[src/rtl/div_pkg.sv]
// Shared types and sizing for the sequential non-restoring divider.
package div_pkg;

  typedef enum logic [1:0] {
    IDLE = 2'd0,
    ITER = 2'd1,
    FIX  = 2'd2
  } state_t;

  localparam int DIV_N     = 8;
  localparam int DIV_CNT_W = $clog2(DIV_N + 1);

  function automatic int cnt_width(input int n);
    return $clog2(n + 1);
  endfunction

endpackage

[src/rtl/seq_nonrestoring_divider_nr_div_step.sv]
// One non-restoring iteration: shift in the next dividend bit, then add or
// subtract the divisor magnitude depending on the sign of the partial remainder.
module nr_div_step
  import div_pkg::*;
#(
  parameter int N = DIV_N
) (
  input  logic [N:0]   p,
  input  logic         din,
  input  logic [N-1:0] dvr,
  output logic [N:0]   p_new,
  output logic         q_bit
);

  logic [N:0] shifted_s;

  // Shift, then subtract on non-negative or add on negative partial remainder
  always_comb begin
    shifted_s = {p[N-1:0], din};
    if (p[N] == 1'b0) begin
      p_new = shifted_s - {1'b0, dvr};
    end else begin
      p_new = shifted_s + {1'b0, dvr};
    end
    q_bit = ~p_new[N];
  end

endmodule

[src/rtl/seq_nonrestoring_divider.sv]
// Signed 2N/N sequential divider: magnitude non-restoring iteration over N
// cycles, then one cycle that restores the remainder and applies signs/flags.
module seq_nonrestoring_divider
  import div_pkg::*;
#(
  parameter int N = DIV_N
) (
  input  logic           CLK,
  input  logic           RST,
  input  logic           START,
  input  logic [2*N-1:0] DVD,
  input  logic [N-1:0]   DVR,
  output logic           BUSY,
  output logic           DONE,
  output logic [N-1:0]   Q,
  output logic [N-1:0]   R,
  output logic           DZ,
  output logic           OVF
);

  localparam int            CW      = cnt_width(N);
  localparam logic [CW-1:0] CNT_ONE = {{(CW-1){1'b0}}, 1'b1};
  localparam logic [CW-1:0] LAST    = CW'(N - 1);
  localparam logic [N-1:0]  HALF    = {1'b1, {(N-1){1'b0}}};
  localparam logic [N-1:0]  HALF_M1 = {1'b0, {(N-1){1'b1}}};

  state_t        state_r;
  logic          sa_r;
  logic          sb_r;
  logic          dz_r;
  logic          pov_r;
  logic [N-1:0]  dvr_r;
  logic [N:0]    p_r;
  logic [N-1:0]  q_r;
  logic [CW-1:0] cnt_r;

  logic [2*N-1:0] abs_dvd_s;
  logic [N-1:0]   abs_dvr_s;
  logic           pov_s;
  logic [N:0]     step_p_s;
  logic           step_q_s;
  logic [N:0]     rfull_s;
  logic [N-1:0]   rmag_s;
  logic           neg_s;
  logic           post_ovf_s;
  logic [N-1:0]   q_fix_s;
  logic [N-1:0]   r_fix_s;

  nr_div_step #(.N(N)) u_step (
    .p     (p_r),
    .din   (q_r[N-1]),
    .dvr   (dvr_r),
    .p_new (step_p_s),
    .q_bit (step_q_s)
  );

  // Operand magnitudes, pre-check and the sign-fix results
  always_comb begin
    abs_dvd_s = DVD[2*N-1] ? -DVD : DVD;
    abs_dvr_s = DVR[N-1] ? -DVR : DVR;
    pov_s     = (abs_dvd_s[2*N-1:N] >= abs_dvr_s);
    if (p_r[N]) begin
      rfull_s = p_r + {1'b0, dvr_r};
    end else begin
      rfull_s = p_r;
    end
    rmag_s     = rfull_s[N-1:0];
    neg_s      = sa_r ^ sb_r;
    post_ovf_s = neg_s ? (q_r > HALF) : (q_r > HALF_M1);
    q_fix_s    = neg_s ? -q_r : q_r;
    r_fix_s    = sa_r ? -rmag_s : rmag_s;
  end

  // Control FSM with registered handshake and result outputs
  always_ff @(posedge CLK) begin
    if (RST) begin
      state_r <= IDLE;
      sa_r    <= 1'b0;
      sb_r    <= 1'b0;
      dz_r    <= 1'b0;
      pov_r   <= 1'b0;
      dvr_r   <= {N{1'b0}};
      p_r     <= {(N+1){1'b0}};
      q_r     <= {N{1'b0}};
      cnt_r   <= {CW{1'b0}};
      BUSY    <= 1'b0;
      DONE    <= 1'b0;
      Q       <= {N{1'b0}};
      R       <= {N{1'b0}};
      DZ      <= 1'b0;
      OVF     <= 1'b0;
    end else begin
      case (state_r)
        IDLE: begin
          DONE <= 1'b0;
          if (START) begin
            sa_r    <= DVD[2*N-1];
            sb_r    <= DVR[N-1];
            dvr_r   <= abs_dvr_s;
            p_r     <= {1'b0, abs_dvd_s[2*N-1:N]};
            q_r     <= abs_dvd_s[N-1:0];
            dz_r    <= (DVR == {N{1'b0}});
            pov_r   <= pov_s;
            cnt_r   <= {CW{1'b0}};
            BUSY    <= 1'b1;
            DZ      <= 1'b0;
            OVF     <= 1'b0;
            state_r <= ITER;
          end
        end
        ITER: begin
          p_r   <= step_p_s;
          q_r   <= {q_r[N-2:0], step_q_s};
          cnt_r <= cnt_r + CNT_ONE;
          if (cnt_r == LAST) begin
            state_r <= FIX;
          end
        end
        FIX: begin
          DONE    <= 1'b1;
          BUSY    <= 1'b0;
          state_r <= IDLE;
          if (dz_r) begin
            DZ  <= 1'b1;
            OVF <= 1'b0;
            Q   <= {N{1'b0}};
            R   <= {N{1'b0}};
          end else if (pov_r || post_ovf_s) begin
            DZ  <= 1'b0;
            OVF <= 1'b1;
            Q   <= {N{1'b0}};
            R   <= {N{1'b0}};
          end else begin
            DZ  <= 1'b0;
            OVF <= 1'b0;
            Q   <= q_fix_s;
            R   <= r_fix_s;
          end
        end
        default: begin
          state_r <= IDLE;
          BUSY    <= 1'b0;
          DONE    <= 1'b0;
        end
      endcase
    end
  end

endmodule

[config.mk]
export PLATFORM = sky130hd
export DESIGN_NAME = seq_nonrestoring_divider
export DESIGN_NICKNAME = d
export VERILOG_FILES = /design/src/rtl/div_pkg.sv /design/src/rtl/seq_nonrestoring_divider_nr_div_step.sv /design/src/rtl/seq_nonrestoring_divider.sv
export SDC_FILE = /design/constraint.sdc
export NUM_CORES = 1
export LEC_CHECK = 0
export ABC_CLOCK_PERIOD_IN_PS = 4100
export CORE_UTILIZATION = 57
export DETAILED_ROUTE_END_ITERATION = 6
export PLACE_DENSITY = 0.81
export RECOVER_POWER = 25
export SYNTH_ARGS = -nofsm -noshare
export SYNTH_HDL_FRONTEND = slang
export SYNTH_HIERARCHICAL = 1
export SYNTH_SLANG_ARGS = --single-unit
[constraint.sdc]
create_clock -name CLK -period 4.1 [get_ports CLK]
set_clock_uncertainty 0.05 [all_clocks]
set_input_delay 0.82 -clock CLK [delete_from_list [all_inputs] [get_ports CLK]]
set_output_delay 0.82 -clock CLK [all_outputs]
set_load 0.01 [all_outputs]
# After elaboration in Yosys (flattened, before gate mapping)
# Cells that the tools add are included.
[op_classes]
add_sub_neg = 8
n_lt_le_gt_ge = 3
n_eq_ne = 5
muxes = 29
bitwise_logic = 3
n_reduce_logical = 10
[op_table]
columns = ["op", "n"]
rows = [
  ["8-bit two-way mux", 9],
  ["8-bit negator", 3],
  ["9-bit two-way mux", 2],
  ["9-bit one-hot mux with 2 select lines", 1],
  ["16-bit two-way mux", 1],
  ["16-bit negator", 1],
  ["8-bit one-hot mux with 2 select lines", 1],
  ["2-bit AND reduction", 5],
  ["9-bit by 8-bit adder with 9-bit output", 1],
  ["9-bit by 8-bit subtractor with 9-bit output", 1],
  ["8-bit adder", 1],
  ["8-bit >= comparator", 1],
  ["8-bit by 7-bit > comparator with 1-bit output, second input constant", 1],
  ["8-bit > comparator, second input constant", 1],
  ["8-bit logical NOT", 1],
  ["1-bit one-hot mux with 2 select lines", 4],
  ["4-bit one-hot mux with 2 select lines", 1],
  ["1-bit two-way mux", 6],
  ["4-bit by 1-bit adder with 4-bit output, second input constant", 1],
  ["4-bit by 3-bit equality test with 1-bit output, second input constant", 1],
  ["2-bit two-way mux", 2],
  ["4-bit two-way mux", 1],
  ["2-bit != test, second input constant", 2],
  ["2-bit one-hot mux with 2 select lines", 1],
  ["7 further kinds", 9],
]
[totals]
ff_bits = 55
inputBits = 27

# Logic depth before layout (Yosys ltp)
[depth]
ltp_word = 6
ltp_mapped = 13

# Modules after synthesis
# Netlist, hierarchy kept.
[modules_own_cells]
columns = ["mod", "instances", "cells_each", "area_per_inst_um2", "seq_area_each_um2"]
rows = [
  ["seq_nonrestoring_divider", 1, 395, 3379.5, 1101.1],
  ["nr_div_step", 1, 72, 556.8, 0.0],
]

# Worst setup path after synthesis
# No wires, ideal clock.
[synth_path]
kind = "input -> register"
startpoint = "in DVD[5]"
endpoint = "reg pov_r"
setup_ns = 0.134
arrival_ns = 3.023
t_required_ns = 3.916
slack_ns = 0.893
cell_stages = 13
cell_sequence = "or4_4 -> nor3_4 -> nand2_1 -> nand2_1 -> xor2_1 -> ha_1 -> nand2b_1 -> a21o_1 -> a21o_1 -> a211oi_1 -> o21ai_0 -> o211ai_1 -> a211oi_1"
[synth_between]
elab_chain_len = 3
[synth_lines]
columns = ["item", "line_no", "rtl"]
rows = [
  ["from (decl)", "seq_nonrestoring_divider.sv:11", "input logic [2*N-1:0] DVD,"],
  ["16-bit negator", "seq_nonrestoring_divider.sv:59", "abs_dvd_s = DVD[2*N-1] ? -DVD : DVD;"],
  ["16-bit two-way mux", "seq_nonrestoring_divider.sv:59", ""],
  ["8-bit >= comparator", "seq_nonrestoring_divider.sv:61", "pov_s = (abs_dvd_s[2*N-1:N] >= abs_dvr_s);"],
  ["to (signal assigned)", "seq_nonrestoring_divider.sv:103", "pov_r <= pov_s;"],
  ["to (decl)", "seq_nonrestoring_divider.sv:31", "logic pov_r;"],
]
# No other way between the ends.
# A chain may end at the register's enable or synchronous reset.

# Worst setup path after layout
[layout_path]
startpoint = "in DVD[3]"
endpoint = "reg pov_r"
# Same word-level chain as after synthesis.

==> reports/results.txt <==
Layout cell share with drive strength beyond 1: 6.337%. The count of endpoints failing hold in the final timing report is 0, and the die span in x is 85.10 um. The cell family contributing the most delay on the critical path is simple AND/OR/NAND/NOR gates. The portion of synthesized area spent on multiplexers is 2.956%.

The post-route cell area was 4488 um2. Entering global routing, the biggest net connects 27 pins. In this run the remaining antenna-violating nets after routing total 0. The measured slew at the worst slew-check pin works out to 1.237 ns.

The share of the synthesized area in compound gates (AO/OA/AOI/OAI) was 24.41%. Setup repair after global routing left no endpoint under its margin. TritonCTS built the clock tree.

The first global-routing pass estimated 16.04 mm of wire. The run finished with clean final reports. The tools report the maximum clock frequency as 272.6 MHz. After synthesis the netlist holds a flip-flop and latch count of 55. The minimum period implied by the final worst setup slack works out to 3.668 ns. The post-synthesis cell type count is 67, and the number of synthesized flops with an enable pin is 0. The worst pin sits at a relative slew slack of 17.55%. The post-synthesis share of cell area spent on and, or, nand and nor gates is 19.39%, and the TritonCTS sink count is 55.

Summing every instance area after synthesis gives 3936 um2. OpenSTA, run right after detailed placement, puts the worst setup slack at 0.1705 ns. STA classifies the critical path startpoint as a primary input. Per report_power, the combinational group accounts for 41.8% of the total. The area added between synthesis and finish came out at 14.02%. The tools report the total wire length as 9.585 mm. Global routing used 27.54% of the available tracks across all layers. The sort of element at the end of the critical path is a flop. The worst path meets setup with 0.4316 ns of slack.

The H-tree was split into 2 levels. The number of buffers on the longest clock path is 2. The fraction of synthesized cell area in xor and xnor cells was 9.981%; the die boundary height was 85.10 um. After detailed placement, the total cell area comes to 4399 um2. The core region is 6495 um2. The min-delay analysis places its worst path in the category flop to flop. The tools report the count of final max-slew check failures as 0. The detailed router used layers up to and including met4.

After synthesis, the share of flip-flops with an asynchronous set or reset is 0%. Along the worst hold path, the cell count comes to 2. Walking the worst path, the cells encountered are clkdlybuf4s50_1, or4_4, nor3_4, nand2_1, nand2_1, xor2_1, ha_1, nand2b_1, a21o_1, a21o_1, a211oi_1, o21ai_0, o211ai_1, a211oi_1.

Buffers placed on the I/O ports in this run total 46. The run gives 0 ns as the setup TNS. The top cell type's share of synthesized area works out to 27.97%. Using the TritonRoute via totals, the vias-per-cell ratio works out to 6.321.

The sequential cell fraction of total power is 38.5%, and the required time at the endpoint of the critical path is 4.20 ns. Leakage power total: 1.771 nW. The count of buffers added by post-CTS timing repair for setup is 0, and the final cycle utilization of the critical path is 89.47%. The run gives 0.32 ns as the clock latency at the later pin of the worst-skew pair. The post-detailed-placement half-perimeter wirelength is 7.521 mm. Buffers inserted to repair hold after CTS numbered 0. The routed design uses 4.598 mm of met2 wire.

Setup violations remaining at the end of the flow were counted as 0. In this run the core area contains 29 standard-cell rows. The CTS clock-pin slew for the worst setup and hold paths is 0.11 ns.

The critical path is of the primary input to flop type. The root cell of the clock tree was clkbuf_8. After clock tree synthesis, the repair step resized 0 gates. In the post-synthesis netlist, the biggest area contributors are dfxtp_1, ha_1, nor2_1.

For this run, the post-layout net count is 562. The cell accounting for the most synthesized area was dfxtp_1. The number of nets in the synthesized netlist is 525.

The initial antenna violation count is 0, and the synthesized area per cell is 8.429 um2. The internal power of the cells totals 0.001012 W. In the detailed route, the total length drawn on met3 is 587 um.

Final hold slack: 0.3945 ns. The final global-route overflow total is 0. The via count of the first global-routing pass was 3,441; the post-route DRC violation count was 0. Of the total power, the share spent switching nets is 38.97%.

The number of top-level design ports is 47, and the sequential-to-total area share from yosys stat is 27.97%. For this design, the slowest cell found on the critical path is or4_4. Combinational family with the most area after synthesis: compound AO/OA/AOI/OAI gates. The floorplan step defined a die boundary enclosing 7242 um2. At the end of routability-driven placement, the weighted congestion stood at 0.8741. The count of cells along the worst register-to-register path came out at 11. The number of buffer and inverter stages on the critical path is 1, and the final cell utilization of the core is 69.10%.

The maximum VDD drop was 211.2 uV. The synthesized-area fraction occupied by adder cells came out at 10.24%. The power density of the placed cells works out to 369.6 nW/um2. Synthesis handed over a netlist of 467 instances. After the first detailed-routing iteration, the DRC count stood at 239. The first TritonRoute pass finished after 5 iterations. The number of clock buffers added by TritonCTS is 5.

0 antenna diodes ended up in the layout. The total number of yosys warnings was 6; the per-cell routed wire length was 16.47 um. The analysis attributes to net switching a power of 0.0006466 W.

The via count is 3,679, and the number of violations of the max-capacitance limit is 0. The clock network burns 19.8% of the power. The logs give 60.60% for the starting density of the core and 4.204 mm for the routed metal-1 wire length. Along the worst path, the maximum fanout reaches 4. The critical path runs through a total of 14 cells. The main flop type after synthesis is dfxtp_1.

The biggest cell delay along the critical path is 0.58 ns, and the arrival time at the worst endpoint is 3.77 ns.
==> synth_stat cells (3+ instances only) <==
cell type and count:
a211oi_1 10, a21o_1 5, a21oi_1 22, a222oi_1 6
a22oi_1 21, a31oi_1 5, clkbuf_1 14, clkbuf_8 4
dfxtp_1 55, ha_1 29, inv_1 20, mux2_2 5
mux2i_1 6, nand2_1 31, nand2b_1 9, nand3_1 4
nor2_1 61, nor2b_1 8, nor3_1 14, o21ai_0 27
o21bai_1 3, o31ai_1 4, o41ai_1 3, or3_1 3
xnor2_1 21, xor2_1 22
==> final timing paths <==
kind	endpoint	slack [ns]	start
worst max register to register	p_r[6]	1.28	dvr_r[1]
worst min-delay path	R[7]	0.39	R[7]
worst max-delay path	pov_r	0.43	DVD[3]
worst min register to register	R[7]	0.39	R[7]
==> placed cells by master (no fill, tap or decap), types with 9 or more instances in the layout <==
master           Yosys  routed
o21ai_0             27      27
nand2_1             31      31
dfxtp_1             55      55
nor2_1              61      61
xnor2_1             21      21
inv_1               20      20
a21oi_1             22      22
a211oi_1            10      10
a22oi_1             21      21
nor3_1              14      14
ha_1                29      29
clkdlybuf4s50_1      0      43
xor2_1              22      22
nand2b_1             9       9
==> layout make-up <==
cell class / count / area (um2)
Multi-Input combinational cell: 372 / 2636
Tap cell: 77 / 96.34
Sequential cell: 55 / 1101
Clock inverter: 3 / 27.53
Timing Repair Buffer: 50 / 483.0
Fill cell: 536 / 2007
Inverter: 20 / 75.07
Clock buffer: 5 / 68.82
==> cells by family after synthesis <==
kind of cell / after synthesis
simple gates: 153
buf+inv: 40
mux: 11
flops: 55
fa+ha+maj: 31
compound gates: 133
xor+xnor: 44
==> sequential cells by signal (all words and copies together) (netlist names) <==
register	flops
BUSY	1
DONE	1
DZ	1
OVF	1
Q	8
R	8
cnt_r	4
dvr_r	8
dz_r	1
p_r	9
pov_r	1
q_r	8
sa_r	1
sb_r	1
state_r	2
==> metal layers <==
metal  up-vias  global-route usage (%)
met2       145                   48.24
met4         0                   8.166
met1      1733                   34.85
met5         -                       0
li1       1777                       -
met3        24                   4.377
==> stage by stage <==
stage,total power (W),std cells
final,0.001659,582
after global routing,0.001759,582
after CTS,0.001650,582
after detailed placement,0.001324,574
after global placement,0.001305,574
after floorplan,0.001167,467
==> worst reg2reg max path, cell delays in order, from the launching register on <==
cell	delay [ns]
dfxtp_1	0.49
inv_1	0.09
ha_1	0.24
nor2_1	0.14
xnor2_1	0.14
ha_1	0.29
nor2b_4	0.15
o31a_4	0.31
o31ai_1	0.20
o31a_1	0.18
nor2_1	0.05
a2111oi_0	0.37
==> power groups by stage <==
stage / registers [W] / clock network, W / logic, W
after floorplan: 0.000621 / 0 / 0.000546
after global placement: 0.000645 / 0 / 0.000660
after detailed placement: 0.000646 / 0 / 0.000677
after CTS: 0.000634 / 0.000332 / 0.000683
after global routing: 0.000642 / 0.000351 / 0.000765
final: 0.000638 / 0.000328 / 0.000693
Power figures use the tool's default switching activity.
